### src/rtl/y2x_pipe.sv
`default_nettype none
// y2x_pipe - 3-stage valid/ready 3x3 colour-space converter with bypass and a
// config reload that waits for the pipeline to drain.  Rev 1.0
module y2x_pipe #(
  parameter int COEF_DW = 12,
  parameter int PIX_DW  = 8,
  parameter int OFS_DW  = 20
) (
  input  logic                 clk,
  input  logic                 rst,
  input  logic                 in_vld,
  output logic                 in_rdy,
  input  logic [PIX_DW-1:0]    in_y,
  input  logic [PIX_DW-1:0]    in_xb,
  input  logic [PIX_DW-1:0]    in_xr,
  output logic                 out_vld,
  input  logic                 out_rdy,
  output logic [PIX_DW-1:0]    pre_r,
  output logic [PIX_DW-1:0]    pre_g,
  output logic [PIX_DW-1:0]    pre_b,
  input  logic [9*COEF_DW-1:0] cfg_coef,
  input  logic [3*OFS_DW-1:0]  cfg_ofs,
  input  logic [11:0]          cfg_sign,
  input  logic [PIX_DW-1:0]    cfg_round,
  input  logic [4:0]           cfg_shift,
  input  logic                 cfg_bypass,
  input  logic                 cfg_load,
  output logic                 cfg_ack
);

  localparam int PROD_W = COEF_DW + PIX_DW;
  localparam int SUM_W  = PROD_W + 3;
  localparam int RES_W  = SUM_W + 1;

  typedef enum logic [0:0] {CFG_IDLE = 1'b0, CFG_PEND = 1'b1} cfg_st_e;

  cfg_st_e                          cst_q;
  logic [8:0][COEF_DW-1:0]          coef_q;
  logic [2:0][OFS_DW-1:0]           ofs_q;
  logic [11:0]                      sign_q;
  logic [PIX_DW-1:0]                round_q;
  logic [4:0]                       shift_q;
  logic                             bypass_q;

  logic                             s1_vld_q, s2_vld_q, out_vld_q;
  logic [8:0][PROD_W-1:0]           s1_prod_q, prod_d;
  logic [2:0][PIX_DW-1:0]           s1_pix_q, s2_pix_q, s0_pix;
  logic [2:0][SUM_W-1:0]            s2_sum_q, sum_d;
  logic [2:0][PIX_DW-1:0]           pre_q, res_d;

  logic s3_ld, s2_ld, s1_ld, s1_vld_d, copy;

  // A stage can load when it is empty or its content leaves this cycle.
  assign s3_ld    = ~out_vld_q | out_rdy;
  assign s2_ld    = ~s2_vld_q | s3_ld;
  assign s1_ld    = ~s1_vld_q | s2_ld;
  assign in_rdy   = (cst_q == CFG_IDLE) & ~cfg_load & s1_ld;
  assign s1_vld_d = in_vld & in_rdy;
  assign copy     = (cst_q == CFG_PEND) & ~s1_vld_q & ~s2_vld_q & ~out_vld_q;
  assign cfg_ack  = copy;

  assign s0_pix  = {in_xr, in_xb, in_y};
  assign out_vld = out_vld_q;
  assign pre_r   = pre_q[0];
  assign pre_g   = pre_q[1];
  assign pre_b   = pre_q[2];

  for (genvar k = 0; k < 9; k++) begin : g_prod
    assign prod_d[k] = PROD_W'(coef_q[k]) * PROD_W'(s0_pix[k % 3]);
  end

  for (genvar r = 0; r < 3; r++) begin : g_row
    logic [3:0][SUM_W-1:0]   term;
    logic signed [RES_W-1:0] biased;
    logic signed [RES_W-1:0] shifted;

    for (genvar j = 0; j < 3; j++) begin : g_term
      assign term[j] = sign_q[4*r+j] ? SUM_W'(0) - SUM_W'(s1_prod_q[3*r+j])
                                     : SUM_W'(s1_prod_q[3*r+j]);
    end
    assign term[3]  = sign_q[4*r+3] ? SUM_W'(0) - SUM_W'(ofs_q[r]) : SUM_W'(ofs_q[r]);
    assign sum_d[r] = term[0] + term[1] + term[2] + term[3];

    // Widen by one bit so the rounding add cannot wrap the sign.
    assign biased   = RES_W'($signed(s2_sum_q[r])) + RES_W'(round_q);
    assign shifted  = biased >>> shift_q;
    assign res_d[r] = bypass_q                   ? s2_pix_q[r] :
                      shifted[RES_W-1]           ? '0 :
                      (|shifted[RES_W-2:PIX_DW]) ? '1 : shifted[PIX_DW-1:0];
  end

  always_ff @(posedge clk) begin
    if (rst) begin
      cst_q     <= CFG_IDLE;
      coef_q    <= '0;
      ofs_q     <= '0;
      sign_q    <= '0;
      round_q   <= '0;
      shift_q   <= '0;
      bypass_q  <= 1'b0;
      s1_vld_q  <= 1'b0;
      s2_vld_q  <= 1'b0;
      out_vld_q <= 1'b0;
      s1_prod_q <= '0;
      s1_pix_q  <= '0;
      s2_sum_q  <= '0;
      s2_pix_q  <= '0;
      pre_q     <= '0;
    end else begin
      if (s1_ld) begin
        s1_vld_q <= s1_vld_d;
        if (s1_vld_d) begin
          s1_prod_q <= prod_d;
          s1_pix_q  <= s0_pix;
        end
      end
      if (s2_ld) begin
        s2_vld_q <= s1_vld_q;
        if (s1_vld_q) begin
          s2_sum_q <= sum_d;
          s2_pix_q <= s1_pix_q;
        end
      end
      if (s3_ld) begin
        out_vld_q <= s2_vld_q;
        if (s2_vld_q) pre_q <= res_d;
      end
      case (cst_q)
        CFG_IDLE: if (cfg_load) cst_q <= CFG_PEND;
        CFG_PEND: begin
          if (copy) begin
            cst_q    <= CFG_IDLE;
            coef_q   <= cfg_coef;
            ofs_q    <= cfg_ofs;
            sign_q   <= cfg_sign;
            round_q  <= cfg_round;
            shift_q  <= cfg_shift;
            bypass_q <= cfg_bypass;
          end
        end
        default: cst_q <= CFG_IDLE;
      endcase
    end
  end

endmodule
`default_nettype wire
### config.mk
export PLATFORM = sky130hd
export DESIGN_NAME = y2x_pipe
export DESIGN_NICKNAME = d
export VERILOG_FILES = /design/src/rtl/y2x_pipe.sv
export SDC_FILE = /design/constraint.sdc
export NUM_CORES = 2
export LEC_CHECK = 0
export BUFFER_PORTS_ARGS = -buffer_cell sky130_fd_sc_hd__buf_2
export CAP_MARGIN = 20
export CORE_MARGIN = 2
export CORE_UTILIZATION = 50
export DETAILED_ROUTE_END_ITERATION = 8
export PLACE_DENSITY = 0.67
export SYNTH_ARGS = -nofsm -noshare
export SYNTH_HDL_FRONTEND = slang
export SYNTH_SLANG_ARGS = --single-unit
export TNS_END_PERCENT = 5
### constraint.sdc
create_clock -name clk -period 11.4 [get_ports clk]
set_clock_uncertainty 0.05 [all_clocks]
set_input_delay 0 -clock clk [delete_from_list [all_inputs] [get_ports clk]]
set_output_delay 0 -clock clk [all_outputs]
set_load 0.05 [all_outputs]
Word-level counts from Yosys, hierarchy flattened
Cells that the tools add are included.
Storage, ports and cells
  input bits: 223
  register bits after elaboration: 519
  output and inout bits: 27
  word-level logic and storage cells: 122
Cells by class
  mux-type cells: 24
  reductions and logical operators: 7
  bitwise gates (word level): 14
  add/subtract/negate cells: 24
  shift operators: 3
  multipliers: 9
Operator list (number)
  23-bit two-way mux: 12
  1-bit by 20-bit subtractor with 21-bit output (first input constant): 12
  23-bit adder: 9
  12-bit by 8-bit multiplier with 20-bit output: 9
  23-bit by 9-bit adder with 24-bit output: 3
  8-bit two-way mux: 9
  24-bit by 5-bit >>> shifter with 24-bit output: 3
  15-bit OR reduction: 3
  2-bit AND reduction: 4
  1-bit AND: 6
  1-bit inverter: 5
  1-bit bitwise OR: 3
  1-bit two-way mux: 2
  1-bit case mux with 2 select lines: 1

Logic depth before layout (Yosys ltp)
  word-level depth: 7
  gate-level depth with buffers: 23
  mapped depth without buffers: 23

Least setup slack after synthesis
Ideal clock, no wire load.
  path type: register to register
  from: reg s1_prod_q[20] (netlist bit)
  to: reg s2_sum_q[21] (netlist bit)
  path buffers: 0
  library setup time: 0.117 ns
  period minus slack after synthesis: 4.904 ns
  setup slack: 6.496 ns
  data arrival time: 4.737 ns
  data required time: 11.233 ns
  stages on the path, launching flop included: 21
  path through: dfxtp_1 -> inv_1 -> ha_1 -> nand2_1 -> or3_1 -> or4_1 -> o41ai_1 -> xnor2_1 -> fa_1 -> inv_1 -> fa_1 -> inv_1 -> ha_1 -> or3_1 -> o21a_1 -> a41oi_1 -> nor2_1 -> o31a_1 -> o31a_1 -> mux2i_1 -> nand2_1
Between the ends
  word-level cells in the longest chain between the ends: 5
RTL lines
  from (decl): RTL line 46  | logic [8:0][PROD_W-1:0] s1_prod_q, prod_d;
  from (signal assigned): RTL line 113  | s1_prod_q <= prod_d;
  1-bit by 20-bit subtractor with 21-bit output: RTL line 78  | assign term[j] = sign_q[4*r+j] ? SUM_W'(0) - SUM_W'(s1_prod_q[3*r+j])
  23-bit two-way mux (*): RTL line 78
  23-bit adder (*) (3 in a row): RTL line 82  | assign sum_d[r] = term[0] + term[1] + term[2] + term[3];
  to (signal assigned): RTL line 120  | s2_sum_q <= sum_d;
  to (decl): RTL line 48  | logic [2:0][SUM_W-1:0] s2_sum_q, sum_d;
Mark *: on every way between the ends. The rest lies on a longest branch, timed or not.
A chain may end at the register's enable or synchronous reset.

Final worst setup path
  from: reg s1_prod_q[120] (netlist bit)
  to: reg s2_sum_q[67] (netlist bit)
The elaborated chain is that of the path after synthesis.

==> impl_metrics.toml <==
[outcome]
status = "finished, final reports clean"

[synth]
synth.most_common_cell = "nand2_1"
ys_seq_elements = 519
synth_edf_count = 0
synth_ff_type = "dfxtp_1"
synthTopCellsByArea = "fa_1 (22%), dfxtp_1 (17%), ha_1 (9.3%)"
synthArstFlopShare = 0
synth_top_area_share = 0.217
ys_seq_area_frac = 0.167
avgSynthCellArea_um2 = 7.94
ys_types = 98
ys.warnings.count = 0
syn_inst = 7816
syn_area_mm2 = 0.0621
synthTopCellsByCount = "nand2_1 (1298), inv_1 (907), and2_1 (700)"
yosys.area.top_type = "fa_1"
synth_nets = 9173

[pwr]
powerDensity_mw_per_mm2 = 102
power_mw = 7.02
ir_drop_uv = 115
p_leak_nw = 32.2

[detailed_routing]
met3_length_um = 12200
wl_met2_um = 84200
vias = 54699
via_per_inst = 5.65
drt_iter0_drc = 4254
antenna_left = 0
wire_per_inst_um = 19.2
drt-met1-wl_um = 81000
top_layer = "met5"
drcViolationCount = 0
first_pass_iters = 6
routed_wl_um = 186000

[floorplanning]
die_w_um = 356
dieArea_mm2 = 0.127
die_h_um = 356
pin_count = 250
coreArea_mm2 = 0.123
rows = 129
initial_core_util = 0.503

[layout]
final_cells = 9683
multi_input_area_mm2 = 0.0467
area_growth_pct = 11.0
layout-drive-gt1-share = 0.0618
fillers = 11503
fin_area_mm2 = 0.0689
ff_latch_area_mm2 = 0.0104
nNetsFinal = 9349
final_util = 0.558

[sta]
tns_ns = 0
worst_slew_pin_slew_ns = 1.24
setup_violations = 0
rsz0062_at_grt = "false"
slew_headroom = 0.170
drv_slew = 0
post-route-period-util = 0.487
finalHoldViolations = 0
max_freq_mhz = 180
finalCriticalPeriod_ns = 5.55

[setup_path]
critPathCaptureType = "flop"
worstPathMaxFanout = 4
crit_required_ns = 11.90
start_kind = "flop"
timing_worst_setup_path_type = "flop to flop"
crit_arrival_ns = 6.05

[clocking]
cts_sinks = 519
cts-root-buf = "clkbuf_16"
cts_resized = 0
clk_pin_slew_worst_paths_ns = 0.06
htree_levels = 3
cts_tree = "done"
clockBufferDepth = 3
postCtsSetupBuffers = 0
clkLatencyLatePin_ns = 0.67
numCtsBuffers = 68

[place]
dp.cells = 9325
portBuffers = 249
place_area_mm2 = 0.0641
hpwlAfterDp_um = 141000
gp_congestion = 0.944

[grt]
grt-ovfl-total = 0
grt_pass1_wl_um = 296000
grt_start_max_net_pins = 206
antenna_found_initial = 2
grt_pass1_vias = 53784
grt_use_total = 0.292

[run]
cap_violations = 0

[hold_path]
hold_class = "input port to flop"
[placed cells by master, fill, tap and decap left out, types with 51 or more instances in the layout]
cell	instances
mux2i_1	64
and2_1	699
o21ai_0	224
xor2_1	110
o31ai_1	65
dlygate4sd3_1	234
nand2_1	1296
a21oi_1	659
nor2_1	292
inv_1	906
nand3_1	111
nor3_1	138
ha_1	462
clkbuf_16	73
a21o_1	51
fa_1	672
buf_2	248
xnor2_1	279
dfxtp_1	516
a211oi_1	70
[critical path, cell delays in order, from the launching register on]
cell,delay (ns)
dfxtp_1,0.34
inv_1,0.08
nand2_1,0.09
or4b_2,0.71
o41ai_1,0.78
nand2_1,0.16
xor2_1,0.21
fa_1,0.50
inv_1,0.05
fa_1,0.48
inv_1,0.05
ha_1,0.32
or2_2,0.29
a21oi_1,0.27
a31o_2,0.18
o21a_1,0.17
o2111ai_1,0.14
a21oi_1,0.23
o21ai_0,0.14
mux2i_1,0.17
nand2_1,0.06
[stage by stage]
step                      setup slack, ns  hold WS [ns]
after global routing                 5.48        0.0347
after detailed placement             5.97         0.194
after global placement               6.08         0.190
after floorplan                      6.50        0.0860
final                                5.85        0.0404
after CTS                            5.92      0.000966
[layout make-up]
| cell class | instances | share of cell area |
|---|---|---|
| inverters | 912 | 0.0498 |
| clock inverters | 30 | 0.00643 |
| flip-flops and latches | 519 | 0.151 |
| repair buffers | 519 | 0.0563 |
| multi-input cells | 5972 | 0.678 |
| diodes | 3 | 0.000109 |
| clock buffers | 91 | 0.0287 |
| well taps | 1637 | 0.0297 |
[where the power goes]
group	internal [mW]	switching [mW]
registers	1.91	0.203
clock network	1.45	0.907
logic	1.02	1.53
[layer usage]
layer	track usage	vias to the layer above
met5	0	-
met4	0.119	2
met3	0.0438	369
met2	0.466	1741
met1	0.397	26603
li1	-	25984
[flip-flops by register name (all words and copies together), names as in the netlist, 8 cells and up]
| name | cells |
|---|---|
| coef_q | 108 |
| ofs_q | 60 |
| pre_b | 8 |
| pre_g | 8 |
| pre_r | 8 |
| round_q | 8 |
| s1_pix_q | 24 |
| s1_prod_q | 180 |
| s2_pix_q | 24 |
| s2_sum_q | 69 |
| sign_q | 12 |
[path summary, 6_finish.rpt]
kind,cells after the start,to,slack [ns],from
setup / recovery,20,s2_sum_q[67],5.85,s1_prod_q[120]
hold / removal,3,s1_pix_q[19],0.04,in_xr[3]
setup reg to reg,20,s2_sum_q[67],5.85,s1_prod_q[120]
hold reg to reg,2,s1_prod_q[121],0.40,s1_prod_q[121]
[cells by family (layout without fill, tap and decap cells)]
| kind of cell | count (synthesis) | in the layout | synth area share |
|---|---|---|---|
| AND/OR/NAND/NOR | 2901 | 2901 | 0.226 |
| XOR/XNOR | 389 | 389 | 0.0549 |
| other | 0 | 3 | 0 |
| multiplexers | 86 | 86 | 0.0152 |
| AO/OA/AOI/OAI | 1462 | 1462 | 0.146 |
| adder cells (fa/ha/maj) | 1134 | 1134 | 0.310 |
| flip-flops | 519 | 519 | 0.167 |
| buffers and inverters | 1325 | 1552 | 0.0805 |
[what timing repair did]
item | 4_1_cts | 5_1_grt
hold buffers | 234 | 0
endpoints found under the setup margin | 0 | 0
endpoints found under the hold margin | 283 | 0
Note: power is estimated with default switching activity, not from simulation.
